### src/rtl/mem_port_arbiter_pkg.sv
// mem_port_arbiter_pkg
// Shared constants for the memory-port arbiter and its timeout counter:
// the memory access width encoding, the exception code width and values,
// and the arbiter state encoding.
package mem_port_arbiter_pkg;

  localparam int EXCEPTION_LEN = 4;

  localparam logic [1:0] MEM_WIDTH_NONE = 2'd0;
  localparam logic [1:0] MEM_WIDTH_BYTE = 2'd1;
  localparam logic [1:0] MEM_WIDTH_HALF = 2'd2;
  localparam logic [1:0] MEM_WIDTH_WORD = 2'd3;

  localparam logic [EXCEPTION_LEN-1:0] EXCEP_NONE               = 4'd0;
  localparam logic [EXCEPTION_LEN-1:0] EXCEP_LOAD_ACCESS_FAULT  = 4'd5;
  localparam logic [EXCEPTION_LEN-1:0] EXCEP_STORE_ACCESS_FAULT = 4'd7;

  typedef enum logic [1:0] {
    ARB_IDLE       = 2'd0,
    ARB_BUSY_FETCH = 2'd1,
    ARB_BUSY_DATA  = 2'd2
  } arb_state_e;

  // Fault reported when a transaction is abandoned. Fetches are latched as
  // reads, so they report a load fault.
  function automatic logic [EXCEPTION_LEN-1:0] access_fault(input logic is_read);
    return is_read ? EXCEP_LOAD_ACCESS_FAULT : EXCEP_STORE_ACCESS_FAULT;
  endfunction

endpackage

### src/rtl/mem_port_arbiter_timeout.sv
// mem_timeout_counter
// Counts cycles a transaction spends waiting for the memory and flags the
// cycle on which the wait reaches TIMEOUT_CYCLES.
//   clk, rst     : clock, synchronous active-high reset
//   clear_In     : zero the count (held while the arbiter is idle)
//   enable_In    : one more waiting cycle this cycle
//   expired_Out  : this enabled cycle is waiting cycle number TIMEOUT_CYCLES
module mem_timeout_counter #(
  parameter int TIMEOUT_CYCLES = 64,
  parameter int CNT_WIDTH      = 7
) (
  input  logic clk,
  input  logic rst,
  input  logic clear_In,
  input  logic enable_In,
  output logic expired_Out
);

  logic [CNT_WIDTH-1:0] cnt_q, cnt_d;

  always_comb begin
    cnt_d = cnt_q;
    if (clear_In) begin
      cnt_d = '0;
    end else if (enable_In) begin
      cnt_d = cnt_q + CNT_WIDTH'(1);
    end
  end

  // The count holds the waiting cycles already completed, so the
  // TIMEOUT_CYCLES-th one is the current cycle when it equals TIMEOUT_CYCLES-1.
  assign expired_Out = enable_In && !clear_In &&
                       (cnt_q == CNT_WIDTH'(TIMEOUT_CYCLES - 1));

  always_ff @(posedge clk) begin
    if (rst) begin
      cnt_q <= '0;
    end else begin
      cnt_q <= cnt_d;
    end
  end

endmodule

### src/rtl/mem_port_arbiter.sv
// mem_port_arbiter
// Shares the single RAMAccess port between instruction fetch and the
// executor's load/store unit. One requester is granted per transaction, its
// request is latched onto the mem* outputs, and the response (data, OK,
// exception) is routed back to that requester only.
//   fetch*  : word-read requester; fetchValid_In held until fetchOK_Out
//   data*   : load/store requester; dataValid_In held until dataOK_Out
//   mem*    : registered request to RAMAccess and its response
// Fairness: after MAX_DATA_STREAK consecutive data grants with fetch
// waiting, fetch wins the next contended grant. A transaction whose
// memory never answers is aborted after TIMEOUT_CYCLES with an access fault.
module mem_port_arbiter
  import mem_port_arbiter_pkg::*;
#(
  parameter int MAX_DATA_STREAK = 4,
  parameter int TIMEOUT_CYCLES  = 64,
  parameter int CNT_WIDTH       = 7
) (
  input  logic                     clk,
  input  logic                     rst,
  input  logic [31:0]              fetchAddr_In,
  input  logic                     fetchValid_In,
  output logic [31:0]              fetchData_Out,
  output logic                     fetchOK_Out,
  output logic [EXCEPTION_LEN-1:0] fetchException_Out,
  input  logic [31:0]              dataAddr_In,
  input  logic [31:0]              dataWrite_In,
  input  logic [1:0]               dataWidth_In,
  input  logic                     dataIsRead_In,
  input  logic                     dataValid_In,
  output logic [31:0]              dataRead_Out,
  output logic                     dataOK_Out,
  output logic [EXCEPTION_LEN-1:0] dataException_Out,
  output logic [31:0]              memAddr_Out,
  output logic [31:0]              memData_Out,
  output logic [1:0]               memWidth_Out,
  output logic                     memIsRead_Out,
  output logic                     memValid_Out,
  input  logic [31:0]              memData_In,
  input  logic                     memOK_In,
  input  logic [EXCEPTION_LEN-1:0] memException_In
);

  localparam int STREAK_W = $clog2(MAX_DATA_STREAK + 1);

  arb_state_e            state_q, state_d;
  logic [STREAK_W-1:0]   streak_q, streak_d;
  logic [31:0]           mem_addr_q, mem_addr_d;
  logic [31:0]           mem_data_q, mem_data_d;
  logic [1:0]            mem_width_q, mem_width_d;
  logic                  mem_is_read_q, mem_is_read_d;
  logic                  mem_valid_q, mem_valid_d;

  logic                     busy;
  logic                     timeout_expired;
  logic                     resp_done;
  logic [31:0]              resp_data;
  logic [EXCEPTION_LEN-1:0] resp_exc;

  assign busy = (state_q != ARB_IDLE);

  mem_timeout_counter #(
    .TIMEOUT_CYCLES (TIMEOUT_CYCLES),
    .CNT_WIDTH      (CNT_WIDTH)
  ) u_timeout (
    .clk         (clk),
    .rst         (rst),
    .clear_In    (!busy),
    .enable_In   (busy && !memOK_In),
    .expired_Out (timeout_expired)
  );

  // A real memory answer takes priority over a timeout in the same cycle,
  // because the counter is only enabled while memOK_In is low.
  always_comb begin
    resp_done = 1'b0;
    resp_data = '0;
    resp_exc  = EXCEP_NONE;
    if (busy) begin
      if (memOK_In) begin
        resp_done = 1'b1;
        resp_data = memData_In;
        resp_exc  = memException_In;
      end else if (timeout_expired) begin
        resp_done = 1'b1;
        resp_exc  = access_fault(mem_is_read_q);
      end
    end
  end

  assign fetchOK_Out        = resp_done && (state_q == ARB_BUSY_FETCH);
  assign fetchData_Out      = fetchOK_Out ? resp_data : '0;
  assign fetchException_Out = fetchOK_Out ? resp_exc : EXCEP_NONE;
  assign dataOK_Out         = resp_done && (state_q == ARB_BUSY_DATA);
  assign dataRead_Out       = dataOK_Out ? resp_data : '0;
  assign dataException_Out  = dataOK_Out ? resp_exc : EXCEP_NONE;

  assign memAddr_Out   = mem_addr_q;
  assign memData_Out   = mem_data_q;
  assign memWidth_Out  = mem_width_q;
  assign memIsRead_Out = mem_is_read_q;
  assign memValid_Out  = mem_valid_q;

  always_comb begin
    state_d       = state_q;
    streak_d      = streak_q;
    mem_addr_d    = mem_addr_q;
    mem_data_d    = mem_data_q;
    mem_width_d   = mem_width_q;
    mem_is_read_d = mem_is_read_q;
    mem_valid_d   = mem_valid_q;

    case (state_q)
      ARB_IDLE: begin
        // Data wins contention unless fetch has already waited through a
        // full streak of data grants.
        if (dataValid_In &&
            !(fetchValid_In && (streak_q == STREAK_W'(MAX_DATA_STREAK)))) begin
          state_d       = ARB_BUSY_DATA;
          mem_addr_d    = dataAddr_In;
          mem_data_d    = dataWrite_In;
          mem_width_d   = dataWidth_In;
          mem_is_read_d = dataIsRead_In;
          mem_valid_d   = 1'b1;
          if (fetchValid_In && (streak_q != STREAK_W'(MAX_DATA_STREAK))) begin
            streak_d = streak_q + STREAK_W'(1);
          end
        end else if (fetchValid_In) begin
          state_d       = ARB_BUSY_FETCH;
          mem_addr_d    = fetchAddr_In;
          mem_data_d    = '0;
          mem_width_d   = MEM_WIDTH_WORD;
          mem_is_read_d = 1'b1;
          mem_valid_d   = 1'b1;
          streak_d      = '0;
        end
      end
      ARB_BUSY_FETCH, ARB_BUSY_DATA: begin
        if (resp_done) begin
          state_d     = ARB_IDLE;
          mem_valid_d = 1'b0;
        end
      end
      default: begin
        state_d     = ARB_IDLE;
        mem_valid_d = 1'b0;
      end
    endcase

    // The streak only measures data grants taken while fetch is waiting.
    if (!fetchValid_In) begin
      streak_d = '0;
    end
  end

  always_ff @(posedge clk) begin
    if (rst) begin
      state_q       <= ARB_IDLE;
      streak_q      <= '0;
      mem_addr_q    <= '0;
      mem_data_q    <= '0;
      mem_width_q   <= MEM_WIDTH_NONE;
      mem_is_read_q <= 1'b1;
      mem_valid_q   <= 1'b0;
    end else begin
      state_q       <= state_d;
      streak_q      <= streak_d;
      mem_addr_q    <= mem_addr_d;
      mem_data_q    <= mem_data_d;
      mem_width_q   <= mem_width_d;
      mem_is_read_q <= mem_is_read_d;
      mem_valid_q   <= mem_valid_d;
    end
  end

endmodule
### config.mk
export PLATFORM = sky130hd
export DESIGN_NAME = mem_port_arbiter
export DESIGN_NICKNAME = d
export VERILOG_FILES = /design/src/rtl/mem_port_arbiter_pkg.sv /design/src/rtl/mem_port_arbiter_timeout.sv /design/src/rtl/mem_port_arbiter.sv
export SDC_FILE = /design/constraint.sdc
export NUM_CORES = 1
export LEC_CHECK = 0
export BUFFER_PORTS_ARGS = -buffer_cell sky130_fd_sc_hd__buf_4
export CAP_MARGIN = 20
export CORE_AREA = 2 2 109 111
export CTS_CLUSTER_DIAMETER = 150
export CTS_CLUSTER_SIZE = 14
export DETAILED_ROUTE_END_ITERATION = 8
export DIE_AREA = 0 0 111 113
export GPL_TIMING_DRIVEN = 0
export PLACE_DENSITY = 0.75
export SLEW_MARGIN = 0
export SYNTH_ARGS = -nofsm -noshare
export SYNTH_HDL_FRONTEND = slang
export SYNTH_SLANG_ARGS = --single-unit
export TNS_END_PERCENT = 10
### constraint.sdc
create_clock -name clk -period 1.9 [get_ports clk]
set_clock_uncertainty 0.15 [all_clocks]
set_input_delay 0.095 -clock clk [delete_from_list [all_inputs] [get_ports clk]]
set_output_delay 0.095 -clock clk [all_outputs]
set_load 0.005 [all_outputs]
## Yosys cells after proc, flatten, opt, wreduce, memory -nomap -nowiden

Index checks and enable logic that the tools add are counted.

- Bits in registers: 80
- Bits of input ports: 140
- Output and inout bits: 142
- Word-level logic and storage cells: 69

- Add/sub/neg operators: 2
- Equality and inequality tests: 8
- Multiplexer cells: 30
- Bitwise gates (word level): 2
- Reductions and logical operators: 19

Operators by type and width:

| kind | count |
|---|---|
| 32-bit 2-to-1 mux | 8 |
| 4-bit 2-to-1 mux | 4 |
| 2-bit 2-to-1 mux | 6 |
| 3-bit 2-to-1 mux | 3 |
| 1-bit logical AND | 8 |
| 7-bit by 1-bit adder with 7-bit output (second input constant) | 1 |
| 7-bit by 6-bit equality test with 1-bit output (second input constant) | 1 |
| 1-bit 2-to-1 mux | 7 |
| 3-bit inequality test (second input constant) | 2 |
| 2-bit AND reduction | 3 |
| 2-bit OR reduction | 3 |
| 2-bit case mux with 2 select lines | 1 |
| 2-bit nonzero test | 2 |
| 3-bit by 1-bit adder with 3-bit output (second input constant) | 1 |
| 3-bit equality test (second input constant) | 1 |
| 2-bit by 1-bit equality test with 1-bit output (second input constant) | 1 |
| 2-bit equality test (second input constant) | 1 |
| 1-bit zero test | 2 |
| 2-bit zero test | 1 |
| 2-bit by 1-bit inequality test with 1-bit output (second input constant) | 1 |
| 2-bit inequality test (second input constant) | 1 |
| 1-bit NOT | 2 |
| 1-bit case mux with 2 select lines | 1 |

## Depth between registers and ports, before layout

Gate-level depths: netlist of the first run.

- Word-level depth: 9
- Mapped depth: 8

## Hierarchy

A second synthesis of the first run with hierarchy kept.

- Cells, all modules: 517
- Area, all modules: 4030.1 sq um

By module, submodules not included:

| module | times used | cells each | area an instance (sq um) |
|---|---|---|---|
| mem_port_arbiter | 1 | 485 | 3728.6 |
| mem_timeout_counter | 1 | 32 | 301.5 |

## Worst setup path after synthesis of the first run

OpenSTA, ideal clock, no wires.

- Kind: register to output
- Start point: reg state_q[0]
- End point: out dataException_Out[1]
- Arrival time: 1501 ps
- Data required time: 1655 ps
- Slack: 154 ps
- Cell stages (with the launch flop): 7
- Path through: dfxtp_1 -> inv_1 -> ha_1 -> nand4bb_4 -> or2_2 -> o31ai_1 -> and2_1

- Word-level cells in the longest chain between the ends: 9

RTL lines:

| element | line | text |
|---|---|---|
| start, declared | mem_port_arbiter.sv:46 | `arb_state_e state_q, state_d;` |
| start signal, assigned | mem_port_arbiter.sv:166 | `state_q <= state_d;` |
| 2-bit nonzero test | mem_port_arbiter.sv:60 | `assign busy = (state_q != ARB_IDLE);` |
| 1-bit logical AND | mem_port_arbiter.sv:69 | `.enable_In (busy && !memOK_In),` |
| 1-bit logical AND (2 in a row) | mem_port_arbiter_timeout.sv:32 | `assign expired_Out = enable_In && !clear_In &&` |
| 1-bit 2-to-1 mux | mem_port_arbiter.sv:84 | `end else if (timeout_expired) begin` |
| 1-bit 2-to-1 mux | mem_port_arbiter.sv:80 | `if (memOK_In) begin` |
| 1-bit 2-to-1 mux | mem_port_arbiter.sv:79 | `if (busy) begin` |
| 1-bit logical AND | mem_port_arbiter.sv:94 | `assign dataOK_Out = resp_done && (state_q == ARB_BUSY_DATA);` |
| 4-bit 2-to-1 mux (*) | mem_port_arbiter.sv:96 | `assign dataException_Out = dataOK_Out ? resp_exc : EXCEP_NONE;` |
| end, declared | mem_port_arbiter.sv:33 | `output logic [EXCEPTION_LEN-1:0] dataException_Out,` |

Every way passes the cells marked *; elsewhere a longest branch is shown, timed or not.

## Worst setup path after layout of the first run

- Start point: reg state_q[1]
- End point: out dataException_Out[1]

The elaborated chain is that of the path after synthesis.

==> results of run 1 <==
cell usage after synthesis (5+ instances only):
cell	n
sky130_fd_sc_hd__dfxtp_1	80
sky130_fd_sc_hd__a311oi_1	5
sky130_fd_sc_hd__nand2_1	95
sky130_fd_sc_hd__a311oi_2	27
sky130_fd_sc_hd__inv_1	9
sky130_fd_sc_hd__a21oi_1	37
sky130_fd_sc_hd__and3_1	67
sky130_fd_sc_hd__buf_2	13
sky130_fd_sc_hd__nor2_1	53
sky130_fd_sc_hd__ha_1	6
sky130_fd_sc_hd__clkbuf_1	25
sky130_fd_sc_hd__nand2_2	10
sky130_fd_sc_hd__nand3_1	35
stage by stage:
step | utilization | hold slack [ns] | cells | TNS [ns] | setup slack (ns)
2_1_floorplan | - | 0.08584 | 510 | 0 | 0.1536
3_3_place_gp | 0.5675 | 0.2076 | 933 | -4.543 | -0.1664
3_5_place_dp | 0.5675 | 0.2176 | 933 | -5.602 | -0.2075
4_1_cts | 0.7137 | 0.007671 | 1062 | -4.888 | -0.1735
5_1_grt | 0.7370 | 0.04341 | 1069 | -9.252 | -0.2564
6_report | 0.7370 | 0.009723 | 1069 | -4.630 | -0.1817
cell families (layout without fill, tap and decap cells):
group           count (synthesis)  count (layout)  share of synthesized area
fa+ha+maj                       6               6                    0.01824
xor+xnor                        5               5                    0.01064
buf+inv                        58             473                    0.07082
flops                          80              80                     0.3891
other cells                     0               1                          0
mux                             1               1                   0.002432
compound gates                 78              78                     0.1723
simple gates                  282             282                     0.3365
flip-flops by register name, indices dropped and copies added (netlist names):
signal,count
memIsRead_Out,1
memValid_Out,1
streak_q,3
memWidth_Out,2
memData_Out,32
state_q,2
memAddr_Out,32
u_timeout.cnt_q,7
power by group:
part,switching [mW],internal [mW],total [mW],leakage [nW]
sequential,0.141,1.88,2.03,0.659
combinational,1.09,1.18,2.26,3.14
clock,0.747,0.939,1.69,0.134
total,1.97,4.00,5.98,3.93
per-layer routing:
layer | share of wire | wire [um]
met1 | 0.36 | 7008
met2 | 0.53 | 10360
met3 | 0.079 | 1549
met4 | 0.039 | 767
met5 | 0 | 0
worst max-delay path, cell delays in order, from the launching register on:
cell	delay, ns
sky130_fd_sc_hd__dfxtp_2	0.35
sky130_fd_sc_hd__inv_4	0.05
sky130_fd_sc_hd__ha_4	0.17
sky130_fd_sc_hd__nand4bb_4	0.21
sky130_fd_sc_hd__or2_4	0.26
sky130_fd_sc_hd__o31ai_4	0.18
sky130_fd_sc_hd__and2_1	0.16
sky130_fd_sc_hd__buf_4	0.10
placed cells by master (no fill, tap or decap), types with 8 or more instances in the layout:
cell type,instances
sky130_fd_sc_hd__buf_8,8
sky130_fd_sc_hd__buf_6,33
sky130_fd_sc_hd__clkbuf_16,9
sky130_fd_sc_hd__clkbuf_1,12
sky130_fd_sc_hd__and3_1,42
sky130_fd_sc_hd__a311oi_2,28
sky130_fd_sc_hd__a21oi_1,37
sky130_fd_sc_hd__nor2_1,46
sky130_fd_sc_hd__dlygate4sd3_1,104
sky130_fd_sc_hd__buf_4,273
sky130_fd_sc_hd__nand2_1,93
sky130_fd_sc_hd__and3_4,25
sky130_fd_sc_hd__nand3_1,35
sky130_fd_sc_hd__dfxtp_1,77
sky130_fd_sc_hd__nand2_2,12
timing repair:
action                                  CTS  global route
endpoints found under the setup margin  108           136
cloned                                    4             0
hold buffers                            104             0
hold endpoints to repair                 72             0
pin swaps                                17            14
resized for setup                        69            76
buffers inserted                          5             6
area by class of cell:
class                      instances  area, sq um  share of cell area
buffer                            48        399.1             0.04804
multi-input combinational        372         2429              0.2923
inverter                          10        42.54            0.005120
tap                              143        178.9             0.02154
sequential                        80         1605              0.1932
timing repair buffer             399         3361              0.4045
clock buffer                      10        239.0             0.02877
antenna                            1        2.502           0.0003012
clock inverter                     6        51.30            0.006175
path summary, 6_finish.rpt:
path / start / to / slack [ns] / cells after the start
setup reg to reg: state_q[1]$_SDFFE_PP0P_ / memAddr_Out[24]$_SDFFE_PP0P_ / 0 / 9
hold reg to reg: memData_Out[0]$_SDFFE_PP0P_ / memData_Out[0]$_SDFFE_PP0P_ / 0.31 / 2
setup / recovery: state_q[1]$_SDFFE_PP0P_ / dataException_Out[1] / -0.18 / 7
hold / removal: memOK_In / u_timeout.cnt_q[2]$_SDFFE_PP0P_ / 0.01 / 4
==> Implementation_results.wiki, run 1 <==
{| class="wikitable"
! Metric !! Value
|-
| Kind of path behind the tightest hold check || primary input to flop
|-
| Number of distinct library cells after synthesis || 38
|-
| Total of fill cells in the finished design || 748
|-
| FFs w/ async S/R, synth || 0
|-
| Global-route wire length before repair || approximately 30000 um
|-
| Via total after detailed routing || ~5600
|-
| RSZ-0062 raised after global routing || true
|-
| Synth warnings || 0
|-
| Global routing usage summed across all routing layers || 0.3019
|-
| Num CTS Buffers || 9
|-
| Via count normalized by instance count || 5.282
|-
| Hpwl dp || 12480 um
|-
| Final hold vios || 0
|-
| Post-layout net count || 1066
|-
| GRT met1 Usage || 0.3178
|-
| Global routing usage on met2 || 0.5710
|-
| Port bufs || 280
|-
| Period Utilization, post-route || 1.096
|-
| GRT Residual Overflow || 0
|-
| Final setup viols || 70
|-
| Maximum root-to-sink buffer count || 2
|-
| Clk sink count || 80
|-
| CTS tree || yes
|-
| Largest fanout on the critical path || 5
|-
| Synthesized area || 4116 sq um
|-
| Number of rows created at floorplan || 39
|-
| Smallest setup slack after layout || -0.1817 ns
|-
| Core ar. || about 11000 sq um
|-
| Power per unit of standard cell area || roughly 720 nW/um^2
|-
| Worst Setup Start Kind || flop
|-
| Clock-pin transition on the worst setup and hold timing paths || approximately 0.060 ns
|-
| Residual DRC count || 0
|-
| Worst setup path class || flop to output port
|-
| Min Clock Period, post-route || roughly 2.1 ns
|-
| Final GP Congestion || 0.9776
|-
| Number of ports placed on the die boundary || 282
|-
| Largest cells by area after synthesis || sky130_fd_sc_hd__dfxtp_1, sky130_fd_sc_hd__and3_1, sky130_fd_sc_hd__a311oi_2, sky130_fd_sc_hd__nand2_1, sky130_fd_sc_hd__nor2_1
|-
| Worst slew pin tran || ~0.73 ns
|-
| Initial standard-cell utilization of the core || 0.3652
|-
| Result of the run || finished with violations
|-
| Reported max-cap violation count || 0
|-
| Synthesized area per cell || just over 8 sq um
|-
| Slew Viols, Final || 0
|-
| H-tree depth reported by CTS || 3
|-
| Area share of the largest cell type after synthesis || 0.3891
|-
| Total nets after synthesis || approximately 660
|-
| Max IR drop VDD || 0.5449 mV
|-
| Cell type with the highest aggregate area in the netlist || sky130_fd_sc_hd__dfxtp_1
|-
| Met3 GRT Util || 0.06909
|-
| Placed cell area || 6397 sq um
|-
| Final design area excluding fillers || between 8000 and 9000 sq um
|-
| Leakage power of the design || a little under 4 nW
|-
| Total of flip-flops plus latches after synthesis || 80
|-
| Proportion of layout cells with a drive suffix above 1 || 0.4746
|-
| Sequential cell area fraction in the yosys report || 0.3891
|-
| Max-slew headroom || 0.5125
|-
| Critical Path End Type || output port
|-
| Growth of design area from synthesis to finish || 101.8%
|-
| Max Freq || between 400 and 500 MHz
|-
| Number of search-and-repair iterations in the first detailed-routing pass || 5
|-
| Chip Height || roughly 110 um
|-
| Initial antenna violation count || 1
|-
| Failing checks || negative setup slack
|-
| Root Buffer || sky130_fd_sc_hd__clkbuf_16
|-
| Vias in the first global route || between 5000 and 6000
|-
| Busiest layer in global routing || met2
|-
| Drt total wl || 19690 um
|-
| Detail-routed net length per standard cell || between 15 and 20 um
|-
| Data required time at the worst endpoint || 1.65 ns
|-
| Number of DRC markers in iteration 0 || roughly 500
|-
| Antenna Nets Post-Route || 0
|-
| Data arrival, critical path || 1.84 ns
|-
| Maximum number of pins on one net before global-route repair || 16
|-
| Overall power consumption || approximately 6 mW
|-
| Number of enable flip-flop cells after synthesis || 0
|-
| Cell count after synthesis || 510
|-
| Dominant register cell in the synthesized netlist || sky130_fd_sc_hd__dfxtp_1
|-
| Die Footprint || 12540 sq um
|-
| Source-to-sink clock delay at the later pin of the worst-skew pair || between 0.3 and 0.4 ns
|-
| Die width || roughly 110 um
|}
Note: power is estimated with default switching activity, not from simulation.
==> inputs of run 2 (changes only) <==
--- a/config.mk
+++ b/config.mk
@@ -5,15 +5,15 @@
 export SDC_FILE = /design/constraint.sdc
 export NUM_CORES = 1
 export LEC_CHECK = 0
-export BUFFER_PORTS_ARGS = -buffer_cell sky130_fd_sc_hd__buf_4
 export CAP_MARGIN = 20
-export CORE_AREA = 2 2 109 111
+export CORE_AREA = 2 2 110 112
 export CTS_CLUSTER_DIAMETER = 150
 export CTS_CLUSTER_SIZE = 14
 export DETAILED_ROUTE_END_ITERATION = 8
-export DIE_AREA = 0 0 111 113
+export DIE_AREA = 0 0 112 114
+export DONT_BUFFER_PORTS = 1
 export GPL_TIMING_DRIVEN = 0
-export PLACE_DENSITY = 0.75
+export PLACE_DENSITY = 0.53
 export SLEW_MARGIN = 0
 export SYNTH_ARGS = -nofsm -noshare
 export SYNTH_HDL_FRONTEND = slang
==> run 2 against run 1 <==
The run still ends with negative setup slack left. Sequential cell count did not move. Via count down 23%. Sequential power grew 2%. Critical path depth shrank 1. Global-route usage down 7.2 points. Largest power group is now sequential cells. Highest routed layer unchanged.
==> Implementation_results.wiki, run 2 (synthesized netlist as in run 1, its figures left out) <==
{| class="wikitable"
! Metric !! Value
|-
| Reg2Reg Launch Point || state_q[0]$_SDFFE_PP0P_
|-
| Largest fanout on the critical path || 5
|-
| Critical Path End Type || output port
|-
| Min Hold Slack || approximately 0.037 ns
|-
| Reg2reg end || memData_Out[24]$_SDFFE_PP0P_
|-
| Proportion of layout cells with a drive suffix above 1 || 0.2200
|-
| Global routing usage summed across all routing layers || 0.2298
|-
| Start point of the worst hold path || memOK_In
|-
| Root Buffer || sky130_fd_sc_hd__clkbuf_16
|-
| Power per unit of standard cell area || ~900 nW/um^2
|-
| Placement Setup Slack || -0.1713 ns
|-
| Global-route wire length before repair || roughly 23000 um
|-
| Antenna Nets Post-Route || 0
|-
| Final setup viols || 6
|-
| Hpwl dp || 11070 um
|-
| Kind of path behind the tightest hold check || primary input to flop
|-
| Leakage power of the design || roughly 2.5 nW
|-
| Drt total wl || between 15000 and 20000 um
|-
| Number of DRC markers in iteration 0 || around 130
|-
| Commonest cells after routing, fill and taps aside || sky130_fd_sc_hd__dlygate4sd3_1, sky130_fd_sc_hd__nand2_1, sky130_fd_sc_hd__dfxtp_1, sky130_fd_sc_hd__nor2_1, sky130_fd_sc_hd__and3_1
|-
| Clk sink count || 80
|-
| Data arrival, critical path || roughly 1.7 ns
|-
| Share of power burned in combinational logic || 0.272
|-
| Reported max-cap violation count || 0
|-
| Initial standard-cell utilization of the core || 0.3515
|-
| Number of ports placed on the die boundary || roughly 280
|-
| Core ar. || around 12000 sq um
|-
| Min Clock Period, post-route || 1.975 ns
|-
| Most common cell after layout, fill and taps aside || sky130_fd_sc_hd__dlygate4sd3_1
|-
| Smallest setup slack after layout || -0.07458 ns
|-
| Internal power contribution || 3.699 mW
|-
| Vias in the first global route || 4329
|-
| Data required time at the worst endpoint || 1.65 ns
|-
| Die Footprint || 12770 sq um
|-
| Worst slew pin tran || approximately 0.75 ns
|-
| Period Utilization, post-route || 1.039
|-
| Slew Viols, Final || 0
|-
| Growth of design area from synthesis to finish || 45.50%
|-
| Number of rows created at floorplan || 40
|-
| Die width || ~110 um
|-
| Post-layout net count || between 700 and 800
|-
| Final GP Congestion || approximately 0.83
|-
| Final hold vios || 0
|-
| Cells on Worst Hold Path || 3
|-
| Port bufs || 0
|-
| Maximum number of pins on one net before global-route repair || 15
|-
| Worst setup path class || flop to output port
|-
| Clock share of power || 0.345
|-
| Result of the run || finished with violations
|-
| Max Freq || between 500 and 600 MHz
|-
| Initial antenna violation count || 1
|-
| Via total after detailed routing || 4346
|-
| Length in cells of the worst reg-to-reg path || 7
|-
| Sink of the worst hold path || u_timeout.cnt_q[3]$_SDFFE_PP0P_
|-
| CTS tree || yes
|-
| Residual DRC count || 0
|-
| Sw Pwr || approximately 1.7 mW
|-
| GRT Residual Overflow || 0
|-
| RSZ-0062 raised after global routing || true
|-
| H-tree depth reported by CTS || 3
|-
| Maximum root-to-sink buffer count || 2
|-
| Source-to-sink clock delay at the later pin of the worst-skew pair || 0.33 ns
|-
| Via count normalized by instance count || roughly 5.5
|-
| Number of search-and-repair iterations in the first detailed-routing pass || 5
|-
| Max IR drop VDD || around 0.49 mV
|-
| Fraction of power consumed by sequential logic || 0.383
|-
| Max-slew headroom || 0.5018
|-
| Chip Height || 114 um
|-
| Clock-pin transition on the worst setup and hold timing paths || 0.06 ns
|-
| Num CTS Buffers || 9
|-
| Switching share of total power || 0.3157
|-
| Worst Setup Start Kind || flop
|-
| Detail-routed net length per standard cell || around 20 um
|-
| Failing checks || negative setup slack
|-
| Reg2reg setup slack || 0.09 ns
|}
run 2: critical path, cell delays in order (launching register included):
cell and delay, ns:
sky130_fd_sc_hd__dfxtp_2 0.33, sky130_fd_sc_hd__inv_2 0.05, sky130_fd_sc_hd__ha_4 0.17, sky130_fd_sc_hd__nand4bb_4 0.21, sky130_fd_sc_hd__or2_4 0.26, sky130_fd_sc_hd__o31ai_4 0.19, sky130_fd_sc_hd__and2_4 0.18
run 2: per-stage QoR:
| step | instance area [sq um] | setup TNS (ns) | power [mW] | std cells | utilization |
|---|---|---|---|---|---|
| finish | 5989 | -0.1551 | 5.405 | 789 | 0.5114 |
| global route | 5989 | -2.179 | 5.656 | 789 | 0.5114 |
| CTS | 5886 | -0.6234 | 5.379 | 785 | 0.5026 |
| detailed placement | 4300 | -6.410 | 3.221 | 657 | 0.3672 |
| global placement | 4300 | -1.971 | 3.186 | 657 | 0.3672 |
| floorplan | 4116 | 0 | 2.909 | 510 | - |
run 2: what timing repair did:
item                                   in CTS  in global routing
gates resized for setup                    49                 27
setup buffers                               6                  3
pin swaps                                  13                  3
hold buffers                              103                  0
cloned                                      3                  0
endpoints found under the hold margin      76                  0
setup endpoints to repair                 133                110
run 2: worst max path at each step:
stage / slack (ns) / start / cells past startpoint / endpoint
after floorplan: 0.15 / state_q[0]$_SDFFE_PP0P_ / 6 / dataException_Out[1]
after global placement: -0.10 / streak_q[0]$_SDFFE_PP0P_ / 7 / memAddr_Out[30]$_SDFFE_PP0P_
after detailed placement: -0.17 / streak_q[0]$_SDFFE_PP0P_ / 7 / memAddr_Out[27]$_SDFFE_PP0P_
after CTS: -0.1 / state_q[1]$_SDFFE_PP0P_ / 6 / dataException_Out[1]
after global routing: -0.16 / state_q[1]$_SDFFE_PP0P_ / 6 / dataException_Out[1]
final: -0.07 / state_q[0]$_SDFFE_PP0P_ / 6 / dataException_Out[1]
run 2: power by group through the flow:
| stage | combinational [mW] | clock [mW] | sequential [mW] |
|---|---|---|---|
| floorplan | 0.876 | 0 | 2.03 |
| global placement | 1.09 | 0 | 2.10 |
| detailed placement | 1.12 | 0 | 2.10 |
| CTS | 1.41 | 1.90 | 2.07 |
| global route | 1.61 | 1.96 | 2.09 |
| finish | 1.47 | 1.87 | 2.07 |
run 2: cell type report:
type / instances / area, sq um
multi-input cells: 372 / 2345
flip-flops and latches: 80 / 1607
clock inverters: 6 / 92.59
inverters: 10 / 37.54
fillers: 1076 / 5722
clock buffers: 10 / 229.0
diodes: 1 / 2.502
well taps: 147 / 183.9
repair buffers: 115 / 1147
plain buffers: 48 / 345.3
run 2: routing by layer:
layer  wire, um  vias up  share of wire  global-route usage
met1       5495     2061           0.35              0.2283
li1           -     2018              -                   -
met3       1060       44          0.068             0.06004
met2       8339      223           0.54              0.4420
met4        620        0          0.040              0.1138
met5          0        -              0                   0
==> inputs of run 3 (changes only) <==
--- a/config.mk
+++ b/config.mk
@@ -13,7 +13,7 @@
 export DIE_AREA = 0 0 112 114
 export DONT_BUFFER_PORTS = 1
 export GPL_TIMING_DRIVEN = 0
-export PLACE_DENSITY = 0.53
+export PLACE_DENSITY = 0.54
 export SLEW_MARGIN = 0
 export SYNTH_ARGS = -nofsm -noshare
 export SYNTH_HDL_FRONTEND = slang
==> constraint.sdc (replaced) <==
create_clock -name clk -period 1.61 [get_ports clk]
set_clock_uncertainty 0.15 [all_clocks]
set_input_delay 0.0805 -clock clk [delete_from_list [all_inputs] [get_ports clk]]
set_output_delay 0.0805 -clock clk [all_outputs]
set_load 0.005 [all_outputs]
==> run 3 against run 2 <==
The flow still finishes with violations (negative setup slack). Power rose by 23%. Combinational power grew 44%. Worst hold slack worse by 0.014 ns. Highest routed layer unchanged. Setup slack got worse by 0.29 ns. Critical path depth unchanged. Utilization is 4.1 points higher. Routed wire length rose by 2.8%. Design area increased by 8.1%.
==> Implementation_results.wiki, run 3 (synthesized netlist as in run 1, its figures left out) <==
{| class="wikitable"
! Metric !! Value
|-
| Number of ports placed on the die boundary || ~280
|-
| Growth of design area from synthesis to finish || 57.26%
|-
| Die Footprint || between 10000 and 15000 sq um
|-
| Post-Route Utilization || 0.5528
|-
| Kind of path behind the tightest hold check || primary input to flop
|-
| Result of the run || finished with violations
|-
| Fin cells || between 700 and 800
|-
| Clock-pin transition on the worst setup and hold timing paths || around 0.060 ns
|-
| Worst Setup Start Kind || flop
|-
| Antenna Nets Post-Route || 0
|-
| Total placed cells including tap cells || approximately 660
|-
| Final setup viols || 138
|-
| Chip Height || roughly 110 um
|-
| Number of search-and-repair iterations in the first detailed-routing pass || 4
|-
| Reported max-cap violation count || 0
|-
| Reg2reg setup slack || -0.25 ns
|-
| Most common cell after layout, fill and taps aside || sky130_fd_sc_hd__dlygate4sd3_1
|-
| Largest fanout on the critical path || 4
|-
| Root Buffer || sky130_fd_sc_hd__clkbuf_16
|-
| Min Clock Period, post-route || 1.971 ns
|-
| Clk sink count || 80
|-
| Global-route wire length before repair || between 20000 and 25000 um
|-
| Final GP Congestion || 0.7851
|-
| Vias in the first global route || between 4000 and 5000
|-
| Kind of cell adding the most delay to the critical path || simple AND/OR/NAND/NOR gates
|-
| Slew Viols, Final || 0
|-
| Via count normalized by instance count || 5.507
|-
| Min Hold Slack || roughly 0.024 ns
|-
| Maximum root-to-sink buffer count || 2
|-
| Num CTS Buffers || 9
|-
| Number of rows created at floorplan || 40
|-
| Source-to-sink clock delay at the later pin of the worst-skew pair || approximately 0.33 ns
|-
| Worst path slowest cell || sky130_fd_sc_hd__dfxtp_2
|-
| Proportion of layout cells with a drive suffix above 1 || 0.3111
|-
| Leakage power of the design || between 2 and 3 nW
|-
| Detail-routed net length per standard cell || around 20 um
|-
| Commonest cells after routing, fill and taps aside || sky130_fd_sc_hd__dlygate4sd3_1, sky130_fd_sc_hd__nand2_1, sky130_fd_sc_hd__dfxtp_1, sky130_fd_sc_hd__nor2_1, sky130_fd_sc_hd__and3_1
|-
| Core ar. || roughly 12000 sq um
|-
| Worst setup path class || flop to output port
|-
| Bufs and invs on worst path || 1
|-
| Global routing usage summed across all routing layers || 0.2360
|-
| Port bufs || 0
|-
| Smallest setup slack after layout || -0.3608 ns
|-
| Maximum number of pins on one net before global-route repair || 15
|-
| Worst slew pin tran || 0.7808 ns
|-
| Final hold vios || 0
|-
| Number of DRC markers in iteration 0 || between 100 and 150
|-
| Period Utilization, post-route || 1.224
|-
| Hpwl dp || roughly 11000 um
|-
| Max IR drop VDD || about 0.55 mV
|-
| RSZ-0062 raised after global routing || true
|-
| Via total after detailed routing || 4367
|-
| Failing checks || negative setup slack
|-
| Max-slew headroom || 0.4795
|-
| Data required time at the worst endpoint || ~1.4 ns
|-
| Diode count || 0
|-
| Delay contributed by the slowest stage of the critical path || ~0.35 ns
|-
| Post-layout net count || just under 800
|-
| CTS tree || yes
|-
| Initial antenna violation count || 0
|-
| GRT Residual Overflow || 0
|-
| Data arrival, critical path || 1.74 ns
|-
| Initial standard-cell utilization of the core || 0.3515
|-
| Max Freq || roughly 500 MHz
|-
| Total of fill cells in the finished design || between 1000 and 1500
|-
| Drt total wl || roughly 16000 um
|-
| Residual DRC count || 0
|-
| H-tree depth reported by CTS || 3
|-
| Power per unit of standard cell area || 1030 nW/um^2
|-
| Critical path cell sequence || inv_4, ha_4, nand4bb_4, or2_4, o31ai_4, and2_4
|-
| Die width || roughly 110 um
|-
| Overall power consumption || roughly 6.7 mW
|-
| Critical Path End Type || output port
|}
run 3: cell count changes in the layout (fill, tap and decap cells not counted), moves of 3 or more:
cell / delta
sky130_fd_sc_hd__nand2_1: -14
sky130_fd_sc_hd__buf_4: +12
sky130_fd_sc_hd__buf_12: +8
sky130_fd_sc_hd__and3_4: +7
sky130_fd_sc_hd__nor2_1: -6
sky130_fd_sc_hd__a21oi_1: -13
sky130_fd_sc_hd__a21oi_2: +13
sky130_fd_sc_hd__nand2_2: +13
sky130_fd_sc_hd__buf_8: +5
sky130_fd_sc_hd__nor2_4: +5
sky130_fd_sc_hd__clkbuf_2: -11
sky130_fd_sc_hd__and3_1: -7
sky130_fd_sc_hd__inv_1: -3
sky130_fd_sc_hd__buf_2: -6
run 3: power breakdown:
part / total, mW / switching [mW] / leakage (nW) / internal [mW]
combinational: 2.12 / 1.09 / 1.82 / 1.03
clock: 2.10 / 0.845 / 0.146 / 1.26
sequential: 2.44 / 0.219 / 0.660 / 2.23
total: 6.66 / 2.15 / 2.62 / 4.51
run 3: stage by stage:
step	area [sq um]	setup WS, ns	setup TNS (ns)
floorplan	4220	-0.006562	-0.09570
global placement	4404	-0.2450	-15.19
detailed placement	4404	-0.2843	-18.82
CTS	6153	-0.3949	-22.95
global route	6474	-0.4137	-29.87
finish	6474	-0.3608	-21.60
run 3: final cells by class:
class | count | area, sq um | share of cell area
buffer | 48 | 526.8 | 0.08137
clock buffer | 11 | 242.7 | 0.03750
clock inverter | 5 | 63.81 | 0.009857
inverter | 10 | 40.04 | 0.006185
multi-input combinational | 372 | 2605 | 0.4024
sequential | 80 | 1608 | 0.2484
tap | 147 | 183.9 | 0.02841
timing repair buffer | 120 | 1204 | 0.1859
run 3: final timing paths:
| check | to | start | depth (start not counted) |
|---|---|---|---|
| worst max-delay path | fetchException_Out[1] | state_q[1]$_SDFFE_PP0P_ | 6 |
| worst min-delay path | u_timeout.cnt_q[3]$_SDFFE_PP0P_ | memOK_In | 3 |
| worst max register to register | state_q[1]$_SDFFE_PP0P_ | state_q[1]$_SDFFE_PP0P_ | 8 |
| worst min register to register | memData_Out[22]$_SDFFE_PP0P_ | memData_Out[22]$_SDFFE_PP0P_ | 2 |
run 3: worst register-to-register path, cell delays in order, from the launching register on:
cell	delay, ns
sky130_fd_sc_hd__dfxtp_2	0.35
sky130_fd_sc_hd__inv_4	0.04
sky130_fd_sc_hd__ha_4	0.15
sky130_fd_sc_hd__nand4bb_4	0.20
sky130_fd_sc_hd__buf_6	0.14
sky130_fd_sc_hd__buf_4	0.12
sky130_fd_sc_hd__o221a_2	0.27
sky130_fd_sc_hd__a21oi_1	0.18
sky130_fd_sc_hd__o32ai_1	0.10
run 3: per-layer routing:
layer	global-route usage	routed length, um	part of all wire	up-vias
met5	0	0	0	-
met4	0.09187	453	0.028	0
met3	0.06004	1017	0.064	33
met2	0.4493	8714	0.55	200
met1	0.2495	5762	0.36	2103
li1	-	-	-	2031
run 3: timing repair:
| action | CTS | global route |
|---|---|---|
| pin swaps | 35 | 17 |
| buffers inserted | 5 | 9 |
| hold buffers | 102 | 0 |
| endpoints found under the setup margin | 144 | 148 |
| endpoints found under the hold margin | 76 | 0 |
| cloned | 4 | 0 |
| gates resized for setup | 94 | 78 |
